`config.mk`:
```
export PLATFORM = sky130hd
export DESIGN_NAME = load_access_seq
export DESIGN_NICKNAME = d
export VERILOG_FILES = /design/src/rtl/load_access_seq.sv
export SDC_FILE = /design/constraint.sdc
export NUM_CORES = 1
export LEC_CHECK = 0
export ABC_CLOCK_PERIOD_IN_PS = 3900
export CAP_MARGIN = 20
export CORE_MARGIN = 10
export CORE_UTILIZATION = 29
export DETAILED_ROUTE_END_ITERATION = 10
export GPL_TIMING_DRIVEN = 1
export PLACE_DENSITY = 0.48
export SLEW_MARGIN = 25
export SYNTH_ARGS = -nofsm -noshare
export SYNTH_HDL_FRONTEND = slang
export SYNTH_SLANG_ARGS = --single-unit
export TNS_END_PERCENT = 20
```
`constraint.sdc`:
```
create_clock -name CPU_CLK -period 3.9 [get_ports CPU_CLK]
set_input_delay 0.39 -clock CPU_CLK [delete_from_list [all_inputs] [get_ports CPU_CLK]]
set_output_delay 0.39 -clock CPU_CLK [all_outputs]
set_load 0.02 [all_outputs]
```
`src/rtl/load_access_seq.sv`:
```
// ============================================================================
//  Module   : load_access_seq
//  Purpose  : Multi-cycle data-memory load sequencer: one or two word reads,
//             byte merge, sign/zero extension, pipeline stall until done.
//  Revision : 1.0  initial release
// ============================================================================
`default_nettype none

module load_access_seq #(
  parameter int MEM_LAT = 1
) (
  input  logic        CPU_CLK,
  input  logic        CPU_RST,
  input  logic        req,
  input  logic [31:0] addr,
  input  logic [2:0]  load_type,
  output logic        mem_rd_en,
  output logic [29:0] mem_addr,
  input  logic [31:0] mem_rdata,
  output logic        stall,
  output logic        load_valid,
  output logic [31:0] load_data,
  output logic        load_err
);

  localparam int CW = (MEM_LAT > 1) ? $clog2(MEM_LAT) : 1;
  localparam logic [CW-1:0] CNT_LOAD = CW'(MEM_LAT - 1);

  localparam logic [2:0] LT_LB  = 3'd1;
  localparam logic [2:0] LT_LH  = 3'd2;
  localparam logic [2:0] LT_LW  = 3'd3;
  localparam logic [2:0] LT_LBU = 3'd4;
  localparam logic [2:0] LT_LHU = 3'd5;

  typedef enum logic [2:0] {
    S_IDLE   = 3'd0,
    S_ISSUE0 = 3'd1,
    S_WAIT0  = 3'd2,
    S_ISSUE1 = 3'd3,
    S_WAIT1  = 3'd4,
    S_DONE   = 3'd5
  } state_e;

  state_e        state_q;
  logic          mem_rd_en_q;
  logic [29:0]   mem_addr_q;
  logic          load_valid_q;
  logic          load_err_q;
  logic [31:0]   load_data_q;
  logic [CW-1:0] cnt_q;
  logic [1:0]    off_q;
  logic [2:0]    type_q;
  logic [31:0]   lo_q;

  logic          legal_d;
  logic [3:0]    size_d;
  logic          split_d;
  logic [31:0]   merge_lo_d;
  logic [31:0]   merge_hi_d;
  logic [31:0]   shifted_d;
  logic [31:0]   data_d;

  assign legal_d = (load_type >= LT_LB) && (load_type <= LT_LHU);

  always_comb begin
    size_d = 4'd4;
    case (type_q)
      LT_LB, LT_LBU: size_d = 4'd1;
      LT_LH, LT_LHU: size_d = 4'd2;
      default:       size_d = 4'd4;
    endcase
  end

  assign split_d = ({2'b00, off_q} + size_d) > 4'd4;

  // In WAIT1 the low word was captured earlier and the arriving word is the high one.
  assign merge_lo_d = (state_q == S_WAIT1) ? lo_q : mem_rdata;
  assign merge_hi_d = (state_q == S_WAIT1) ? mem_rdata : 32'd0;
  assign shifted_d  = 32'({merge_hi_d, merge_lo_d} >> {off_q, 3'b000});

  always_comb begin
    data_d = 32'd0;
    case (type_q)
      LT_LB:   data_d = {{24{shifted_d[7]}}, shifted_d[7:0]};
      LT_LBU:  data_d = {24'd0, shifted_d[7:0]};
      LT_LH:   data_d = {{16{shifted_d[15]}}, shifted_d[15:0]};
      LT_LHU:  data_d = {16'd0, shifted_d[15:0]};
      LT_LW:   data_d = shifted_d;
      default: data_d = 32'd0;
    endcase
  end

  always_ff @(posedge CPU_CLK) begin
    if (CPU_RST) begin
      state_q      <= S_IDLE;
      mem_rd_en_q  <= 1'b0;
      mem_addr_q   <= '0;
      load_valid_q <= 1'b0;
      load_err_q   <= 1'b0;
      load_data_q  <= '0;
      cnt_q        <= '0;
      off_q        <= '0;
      type_q       <= '0;
      lo_q         <= '0;
    end else begin
      mem_rd_en_q  <= 1'b0;
      load_valid_q <= 1'b0;
      load_err_q   <= 1'b0;
      case (state_q)
        S_IDLE: begin
          if (req) begin
            off_q  <= addr[1:0];
            type_q <= load_type;
            if (legal_d) begin
              state_q     <= S_ISSUE0;
              mem_rd_en_q <= 1'b1;
              mem_addr_q  <= addr[31:2];
            end else begin
              state_q      <= S_DONE;
              load_valid_q <= 1'b1;
              load_err_q   <= 1'b1;
              load_data_q  <= '0;
            end
          end
        end
        S_ISSUE0: begin
          state_q <= S_WAIT0;
          cnt_q   <= CNT_LOAD;
        end
        S_WAIT0: begin
          if (cnt_q == '0) begin
            lo_q <= mem_rdata;
            if (split_d) begin
              state_q     <= S_ISSUE1;
              mem_rd_en_q <= 1'b1;
              mem_addr_q  <= mem_addr_q + 30'd1;
            end else begin
              state_q      <= S_DONE;
              load_valid_q <= 1'b1;
              load_data_q  <= data_d;
            end
          end else begin
            cnt_q <= cnt_q - CW'(1);
          end
        end
        S_ISSUE1: begin
          state_q <= S_WAIT1;
          cnt_q   <= CNT_LOAD;
        end
        S_WAIT1: begin
          if (cnt_q == '0) begin
            state_q      <= S_DONE;
            load_valid_q <= 1'b1;
            load_data_q  <= data_d;
          end else begin
            cnt_q <= cnt_q - CW'(1);
          end
        end
        S_DONE:  state_q <= S_IDLE;
        default: state_q <= S_IDLE;
      endcase
    end
  end

  assign stall      = (state_q == S_IDLE) ? req : (state_q != S_DONE);
  assign mem_rd_en  = mem_rd_en_q;
  assign mem_addr   = mem_addr_q;
  assign load_valid = load_valid_q;
  assign load_data  = load_data_q;
  assign load_err   = load_err_q;

endmodule

`default_nettype wire
```
==> flow_summary.yaml, run 1 <==
outcome:
  outcome: "completed"
critical_path:
  cp_max_fo: 11
  r2r_cells: 9
  required_ns: 4.16
  crit-reg2reg-launch: "type_q[1]"
  reg2reg_slack_ns: 0.81
  path_cells: "nand2b_1 > o21ai_0 > fa_1 > o21a_1 > and3_1 > o21a_1 > o21ai_0 > inv_1 > a32o_1"
  r2r-end: "mem_addr[24]"
  crit_slowest_cell: "dfxtp_1"
  start_kind: "flop"
  cpPeakStageDelay_ns: 0.52
  critPathKind: "reg -> reg"
  worstSetupEndpointType: "flop"
  critPathArrivalTime_ns: 3.35
power:
  p_leak_nw: 2.79
  p_sw_share_pct: 34.0
  ir_worst_vdd_mv: 0.175
  powerDensity_nw_per_um2: 384
  seq_power_share_pct: 39.6
  p_sw_w: 0.00107
  combinationalPowerShare_pct: 28.3
  p_int_w: 0.00207
  p_clk_share_pct: 32.0
route:
  wire_per_inst_um: 20.3
  dr_total_vias: 6356
  drt_iter0_markers: 513
  wl_mm: 23.2
  dr.pass1.iters: 5
  via_per_inst: 5.56
  drtAntennaViolNets: 0
  drc: 0
synth:
  yosysSeqAreaShare_pct: 33.4
  syn_inst: 769
  ys_ff_latch: 105
  syn_avg_cell_area_um2: 8.20
  syn_nets: 843
  yosysMostFrequentCell: "nand2_1"
  yosys-top-cells-count: "nand2_1 (135), dfxtp_1 (105), a21oi_1 (71), mux2i_1 (54), clkbuf_1 (48)"
  yosys-top-cells-area: "dfxtp_1 (33%), mux2i_1 (8.6%), nand2_1 (8.0%)"
  ys_warn_count: 0
  synth_ff_type: "dfxtp_1"
  synth_area_leader_cell: "dfxtp_1"
  synthArstFlopShare_pct: 0
  syn_area_um2: 6300
  synth-edff-count: 0
  synth.distinct_cells: 64
  synth_top_area_share_pct: 33.4
sta:
  timing_hold_violations_final: 0
  slew_viol_final: 0
  max_slew_margin_pct: 37.2
  rsz0062_at_grt: "false"
  setup_viol: 0
  skew_ns: 0.0130
  max_freq_ghz: 0.324
  finalSetupTns_ns: 0
  min_period_ns: 3.09
  worst_pin_slew_ns: 0.934
  fin_crit_sh_pct: 79.1
grt:
  grt_overflow: 0
  grtUsageTotal_pct: 15.6
  grt_pass1_vias: 6010
  grt_start_max_net_pins: 47
  antenna_found_initial: 0
  grt_pass1_wl_mm: 36.1
final_layout:
  area.growth.synth_to_final_pct: 29.7
  drive_gt1_share_pct: 8.41
  nets: 937
  insertedDiodeCount: 0
  fin_util_pct: 38.5
clock_tree:
  cts_tree: "yes"
  cts_buffers: 9
  clock_path_buffers: 2
  postCtsResizedCells: 0
  clkSlewWorstSetupHoldPaths_ns: 0.09
  ctsHtreeMaxLevel: 3
  clk_latency_ns: 0.36
  cts_hold_buf: 0
  post_cts_buffers: 0
  clock_sinks: 105
  clockRootBuffer: "clkbuf_16"
floorplanning:
  die_h_um: 167
  core_um2: 21200
  pin_count: 136
  rows: 53
  dieArea_um2: 28000
  die-width_um: 167
  initial_core_util_pct: 29.7
hold_path:
  whs_endpoint: "load_data[15]"
  min_path_cells: 2
  min_from: "load_data[15]"
  hold_path.class: "reg -> reg"
placement:
  hpwl_mm: 16.3
  gp_congestion: 0.829
  port_buffers: 135
run:
  cap_violations: 0
-- cell type report --
type | instances | area [µm²]
Fill cell | 2187 | 13000
Multi-Input combinational cell | 581 | 3860
Sequential cell | 105 | 2100
Timing Repair Buffer | 157 | 1510
Tap cell | 275 | 344
Clock buffer | 10 | 239
Clock inverter | 6 | 83.8
Inverter | 9 | 33.8
-- worst max path at each step --
| stage | from | to | slack (ns) | cells past startpoint |
|---|---|---|---|---|
| after floorplan | type_q[1] | mem_addr[3] | 1.10 | 10 |
| after global placement | type_q[1] | mem_addr[24] | 0.86 | 9 |
| after detailed placement | type_q[1] | mem_addr[24] | 0.79 | 9 |
| after CTS | type_q[1] | mem_addr[24] | 0.79 | 9 |
| after global routing | type_q[1] | mem_addr[17] | 0.52 | 9 |
| final | type_q[1] | mem_addr[24] | 0.81 | 9 |
-- layer usage --
metal | global-route usage (%) | vias to the layer above | routed length (µm)
met5 | 0 | - | 0
met4 | 4.35 | 0 | 336
met3 | 3.75 | 21 | 1520
met2 | 23.6 | 201 | 10400
met1 | 21.6 | 3064 | 10900
li1 | - | 3070 | -
-- cells in the final DEF, fill, tap and decap left out, types with 12 or more instances in the layout --
cell type / instances
nand2_1: 135
clkdlybuf4s50_1: 134
dfxtp_1: 105
a21oi_1: 71
mux2i_1: 54
nor2_1: 41
o21ai_0: 30
nand3_1: 28
buf_4: 22
a31oi_1: 18
o211ai_1: 17
o32ai_1: 16
mux4_2: 13
and3_1: 13
nand4_1: 12
-- registers in the layout, indices dropped and copies added, names as in the netlist --
register    cells
load_valid      1
off_q           2
mem_addr       30
load_err        1
mem_rd_en       1
state_q         3
lo_q           32
load_data      32
type_q          3
-- logic make-up (layout without fill, tap and decap cells) --
logic type | count (synthesis) | after routing | synth area share [%]
AO/OA/AOI/OAI | 231 | 231 | 25.2
XOR/XNOR | 1 | 1 | 0.139
adder cells (fa/ha/maj) | 4 | 4 | 0.913
buffers and inverters | 83 | 182 | 5.76
flip-flops | 105 | 105 | 33.4
multiplexers | 70 | 70 | 14.0
AND/OR/NAND/NOR | 275 | 275 | 20.6
-- per-stage QoR --
step | setup slack [ns] | instance area, µm² | hold slack, ns | total power [W] | std cells
6_report | 0.813 | 8170 | 0.452 | 0.00314 | 1143
3_3_place_gp | 0.865 | 7850 | 0.436 | 0.00216 | 1127
4_1_cts | 0.788 | 8170 | 0.460 | 0.00317 | 1143
3_5_place_dp | 0.791 | 7850 | 0.442 | 0.00216 | 1127
5_1_grt | 0.517 | 8170 | 0.475 | 0.00329 | 1143
2_1_floorplan | 1.10 | 6300 | 0.432 | 0.00181 | 769
-- critical path: cells and delay by family, from the launching register on --
kind,cells,cell delay [ns]
adders and majority gates,1,0.50
and+or+nand+nor,2,0.37
AOI/OAI and AO/OA,5,1.44
DFF,1,0.52
buffers and inverters,1,0.16
-- power by group through the flow --
stage                     Clock, W  Sequential (W)  Combinational, W
after floorplan                  0         0.00127          0.000536
after global placement           0         0.00127          0.000892
after detailed placement         0         0.00127          0.000889
after CTS                  0.00103         0.00124          0.000893
after global routing       0.00107         0.00126          0.000967
final                      0.00101         0.00124          0.000889
Note: power is estimated with default switching activity, not from simulation.
==> run 2, diff against run 1 <==
--- a/config.mk
+++ b/config.mk
@@ -5,13 +5,13 @@
 export SDC_FILE = /design/constraint.sdc
 export NUM_CORES = 1
 export LEC_CHECK = 0
-export ABC_CLOCK_PERIOD_IN_PS = 3900
+export ABC_CLOCK_PERIOD_IN_PS = 2830
 export CAP_MARGIN = 20
 export CORE_MARGIN = 10
 export CORE_UTILIZATION = 29
 export DETAILED_ROUTE_END_ITERATION = 10
 export GPL_TIMING_DRIVEN = 1
-export PLACE_DENSITY = 0.48
+export PLACE_DENSITY = 0.49
 export SLEW_MARGIN = 25
 export SYNTH_ARGS = -nofsm -noshare
 export SYNTH_HDL_FRONTEND = slang
==> constraint.sdc (replaced) <==
create_clock -name CPU_CLK -period 2.83 [get_ports CPU_CLK]
set_input_delay 0.283 -clock CPU_CLK [delete_from_list [all_inputs] [get_ports CPU_CLK]]
set_output_delay 0.283 -clock CPU_CLK [all_outputs]
set_load 0.02 [all_outputs]
==> run 2 against run 1 <==
  * Worst hold slack improved by 0.0023 ns
  * Register-to-register slack got worse by 0.65 ns
  * Largest power group unchanged
  * First-iteration DRC count fell by 15%
  * Sequential power rose by 36%
==> flow_summary.yaml, run 2 (synthesis gave the netlist of run 1 again) <==
grt:
  grt_start_max_net_pins: 65
  grt_overflow: 0
  antenna_found_initial: 0
  grt_pass1_vias: 6092
  grtUsageTotal_pct: 15.8
  grt_pass1_wl_mm: 36.5
sta:
  timing_hold_violations_final: 0
  rsz0062_at_grt: "false"
  worst_pin_slew_ns: 0.763
  timing.final.ws_setup_ns: 0.160
  max_freq_ghz: 0.375
  skew_ns: 0.0120
  setup_viol: 0
  min_period_ns: 2.67
  slew_viol_final: 0
  fin_crit_sh_pct: 94.3
  finalSetupTns_ns: 0
  max_slew_margin_pct: 49.1
  whs_ns: 0.454
clock_tree:
  clockRootBuffer: "clkbuf_16"
  cts_buffers: 9
  post_cts_buffers: 0
  postCtsResizedCells: 0
  clk_latency_ns: 0.35
  ctsHtreeMaxLevel: 3
  clkSlewWorstSetupHoldPaths_ns: 0.08
  clock_path_buffers: 2
  clock_sinks: 105
  cts_hold_buf: 0
  cts_tree: "yes"
critical_path:
  critPathArrivalTime_ns: 2.92
  crit_buf_inv: 1
  startpoint: "type_q[2]"
  start_kind: "flop"
  crit-reg2reg-launch: "type_q[2]"
  critPathKind: "reg -> reg"
  required_ns: 3.08
  critPathTopFamily: "compound AO/OA/AOI/OAI gates"
  cp_max_fo: 17
  path_cells: "xnor2_1 > nor2_1 > ha_1 > fa_1 > o21bai_1 > a22oi_1 > o21ai_2 > buf_4 > a22o_1 > a32o_1"
  worstSetupEndpointType: "flop"
  crit_slowest_cell: "fa_1"
  cpPeakStageDelay_ns: 0.51
floorplanning:
  initial_core_util_pct: 29.7
  core_um2: 21200
  rows: 53
  pin_count: 136
  die_h_um: 167
  dieArea_um2: 28000
  die-width_um: 167
placement:
  dp_slack_ns: 0.128
  gp_congestion: 0.839
  port_buffers: 135
  hpwl_mm: 16.2
  dp_cells: 1144
hold_path:
  min_from: "lo_q[7]"
  hold_path.class: "reg -> reg"
power:
  ir_worst_vdd_mv: 0.234
  p_leak_nw: 2.90
  powerDensity_nw_per_um2: 511
  power_w: 0.00427
final_layout:
  final_common_cell: "nand2_1"
  insertedDiodeCount: 0
  drive_gt1_share_pct: 10.1
  nets: 954
  layout.cells.non_filler: 1160
  multi_input_comb_area_um2: 3850
  area.growth.synth_to_final_pct: 32.4
  fillers: 2205
  ff_latch_area_um2: 2100
  mostFrequentLayoutCells: "nand2_1 (135), clkdlybuf4s50_1 (134), dfxtp_1 (105)"
route:
  wl_met1_mm: 11.3
  dr_total_vias: 6337
  drt_iter0_markers: 434
  drc: 0
  wire_per_inst_um: 20.0
  highest-signal-layer: "met4"
  dr_wl_met2_mm: 10.2
  dr.pass1.iters: 5
  wl_met3_mm: 1.46
  wl_mm: 23.2
  via_per_inst: 5.46
  drtAntennaViolNets: 0
outcome:
  outcome: "completed"
run:
  cap_violations: 0
## run 2: changes by cell type in the layout (fill, tap and decap cells not counted), sizes merged
cell      change
inv           -1
clkinvlp      +1
buf          +17
bufinv        -1
clkinv        +1
## run 2: tightest hold or removal path: stages, from the launching register on
cell,delay [ns]
dfxtp_1,0.31
nand2_1,0.05
a21oi_1,0.05
## run 2: through the flow
step / instance area (µm²) / util (%)
6_report: 8350 / 39.3
5_1_grt: 8350 / 39.3
4_1_cts: 8350 / 39.3
3_5_place_dp: 8050 / 37.9
3_3_place_gp: 8050 / 37.9
2_1_floorplan: 6300 / -
## run 2: final timing paths
check | endpoint | slack [ns] | cells after the start
worst min-delay path | lo_q[7] | 0.45 | 2
worst max-delay path | mem_addr[17] | 0.16 | 10
worst min register to register | lo_q[7] | 0.45 | 2
worst max register to register | mem_addr[17] | 0.16 | 10
## run 2: final cells by class
type,instances,share of cell area [%]
Clock buffer,10,2.86
Sequential cell,105,25.2
Inverter,9,0.405
Clock inverter,6,0.705
Tap cell,275,4.12
Multi-Input combinational cell,581,46.2
Timing Repair Buffer,174,20.5
## run 2: report_power, final
group | switching [W] | internal [W]
Combinational | 0.000715 | 0.000596
Sequential | 0.000115 | 0.00158
Clock | 0.000625 | 0.000641
## run 2: per-layer routing
metal	up-vias	track usage, %
li1	3104	-
met1	3036	22.3
met2	180	23.6
met3	17	3.91
met4	0	3.48
met5	-	0
==> run 3, diff against run 2 <==
--- a/config.mk
+++ b/config.mk
@@ -12,6 +12,7 @@
 export DETAILED_ROUTE_END_ITERATION = 10
 export GPL_TIMING_DRIVEN = 1
 export PLACE_DENSITY = 0.49
+export SETUP_SLACK_MARGIN = 0.1
 export SLEW_MARGIN = 25
 export SYNTH_ARGS = -nofsm -noshare
 export SYNTH_HDL_FRONTEND = slang
==> run 3 against run 2 <==
  * Clock power is 4% higher
  * First-iteration DRC count shrank 8.8%
  * Worst setup slack improved by 0.018 ns
  * Power rose by 2.3%
  * Clock skew grew 0.0011 ns
  * Non-clock buffer count rose by 6
==> flow_summary.yaml, run 3 (synthesis gave the netlist of run 1 again) <==
route:
  wire_per_inst_um: 20.2
  drt_iter0_markers: 396
  wl_met3_mm: 1.57
  via_per_inst: 5.50
  wl_mm: 23.5
  dr_total_vias: 6418
  wl_met1_mm: 11.1
  dr.pass1.iters: 5
  drtAntennaViolNets: 0
  drc: 0
  dr_wl_met2_mm: 10.6
  highest-signal-layer: "met4"
placement:
  port_buffers: 135
  gp_congestion: 0.835
  placed_cell_area_um2: 8060
  hpwl_mm: 16.5
critical_path:
  worstSetupEndpointType: "flop"
  critPathArrivalTime_ns: 2.95
  required_ns: 3.12
  crit_slowest_cell: "fa_1"
  critPathTopFamily: "compound AO/OA/AOI/OAI gates"
  crit_buf_inv: 3
  critPathKind: "reg -> reg"
  start_kind: "flop"
  cp_max_fo: 15
  cpPeakStageDelay_ns: 0.52
  path_cells: "xnor2_1 > nor2_1 > ha_1 > fa_1 > o21bai_1 > a221o_1 > buf_4 > a31oi_4 > buf_12 > clkbuf_16 > nand2_1 > o211ai_1"
final_layout:
  mostFrequentLayoutCells: "nand2_1 (135), clkdlybuf4s50_1 (134), dfxtp_1 (102)"
  area.growth.synth_to_final_pct: 34.5
  ff_latch_area_um2: 2110
  multi_input_comb_area_um2: 3870
  drive_gt1_share_pct: 11.3
  insertedDiodeCount: 0
  final_common_cell: "nand2_1"
  fillers: 2175
  nets: 960
  final_area_um2: 8480
sta:
  max_slew_margin_pct: 62.3
  worst_pin_slew_ns: 0.565
  setup_viol: 0
  whs_ns: 0.336
  timing_hold_violations_final: 0
  min_period_ns: 2.65
  finalSetupTns_ns: 0
  fin_crit_sh_pct: 93.7
  skew_ns: 0.0131
  rsz0062_at_grt: "true"
  slew_viol_final: 0
  max_freq_ghz: 0.377
power:
  power_w: 0.00436
  powerDensity_nw_per_um2: 515
  p_leak_nw: 2.95
  ir_worst_vdd_mv: 0.241
grt:
  grtUsageTotal_pct: 16.2
  antenna_found_initial: 0
  grt_overflow: 0
  grt_pass1_vias: 6402
  grt_start_max_net_pins: 65
  grt_pass1_wl_mm: 37.4
clock_tree:
  clockRootBuffer: "clkbuf_16"
  clock_path_buffers: 2
  clk_latency_ns: 0.37
  clkSlewWorstSetupHoldPaths_ns: 0.08
  cts_tree: "yes"
  cts_buffers: 9
  ctsHtreeMaxLevel: 3
  clock_sinks: 105
floorplanning:
  rows: 53
  die_h_um: 167
  dieArea_um2: 28000
  pin_count: 136
  initial_core_util_pct: 29.7
  core_um2: 21200
  die-width_um: 167
outcome:
  outcome: "completed"
run:
  cap_violations: 0
hold_path:
  hold_path.class: "in -> reg"
==> run 3: cell types whose count changed in the layout (fill, tap and decap cells not counted), sizes merged <==
cell    delta
buf        +4
clkbuf     +1
inv        +1
==> run 3: area by class of cell <==
class,instances,area share (%)
Clock buffer,9,2.66
Clock inverter,7,0.944
Sequential cell,105,24.9
Multi-Input combinational cell,581,45.7
Tap cell,275,4.06
Inverter,9,0.398
Timing Repair Buffer,180,21.4
==> run 3: report_power, final <==
group	internal [W]	total, W	switching, W
Clock	0.000633	0.00132	0.000684
Sequential	0.00158	0.00169	0.000116
Combinational	0.000628	0.00136	0.000728
Total	0.00284	0.00436	0.00153
==> run 3: worst register-to-register path: stages, from the launching register on <==
cell	delay, ns
dfxtp_4	0.37
xnor2_1	0.15
nor2_1	0.06
ha_1	0.20
fa_1	0.52
o21bai_1	0.12
a221o_1	0.40
buf_4	0.16
a31oi_4	0.17
buf_12	0.14
clkbuf_16	0.17
nand2_1	0.06
o211ai_1	0.08
==> run 3: worst paths after layout <==
| check | start | end | slack [ns] | cells after the start |
|---|---|---|---|---|
| worst max-delay path | type_q[0] | load_data[30] | 0.18 | 12 |
| worst min-delay path | CPU_RST | off_q[1] | 0.34 | 2 |
| worst max register to register | type_q[0] | load_data[30] | 0.18 | 12 |
| worst min register to register | lo_q[3] | lo_q[3] | 0.45 | 2 |
==> run 3: repair_timing <==
item / 4_1_cts / 5_1_grt
resized for setup: 1 / 12
pin swaps: 0 / 3
endpoints found under the hold margin: 0 / 0
hold buffers: 0 / 0
cloned: 0 / 2
endpoints found under the setup margin: 2 / 57
setup buffers: 0 / 2
==> run 3: per-layer routing <==
layer / global-route usage [%] / up-vias
met2: 25.0 / 181
met4: 4.31 / 0
met1: 21.6 / 3101
li1: - / 3118
met3: 4.56 / 18
met5: 0 / -
==> run 3: metrics by stage <==
step | setup slack (ns) | instances | utilization [%]
3_5_place_dp | 0.0659 | 1146 | 38.0
6_report | 0.178 | 1166 | 40.0
3_3_place_gp | 0.115 | 1146 | 38.0
2_1_floorplan | 0.0585 | 769 | -
4_1_cts | 0.118 | 1162 | 39.4
5_1_grt | 0.0758 | 1166 | 40.0
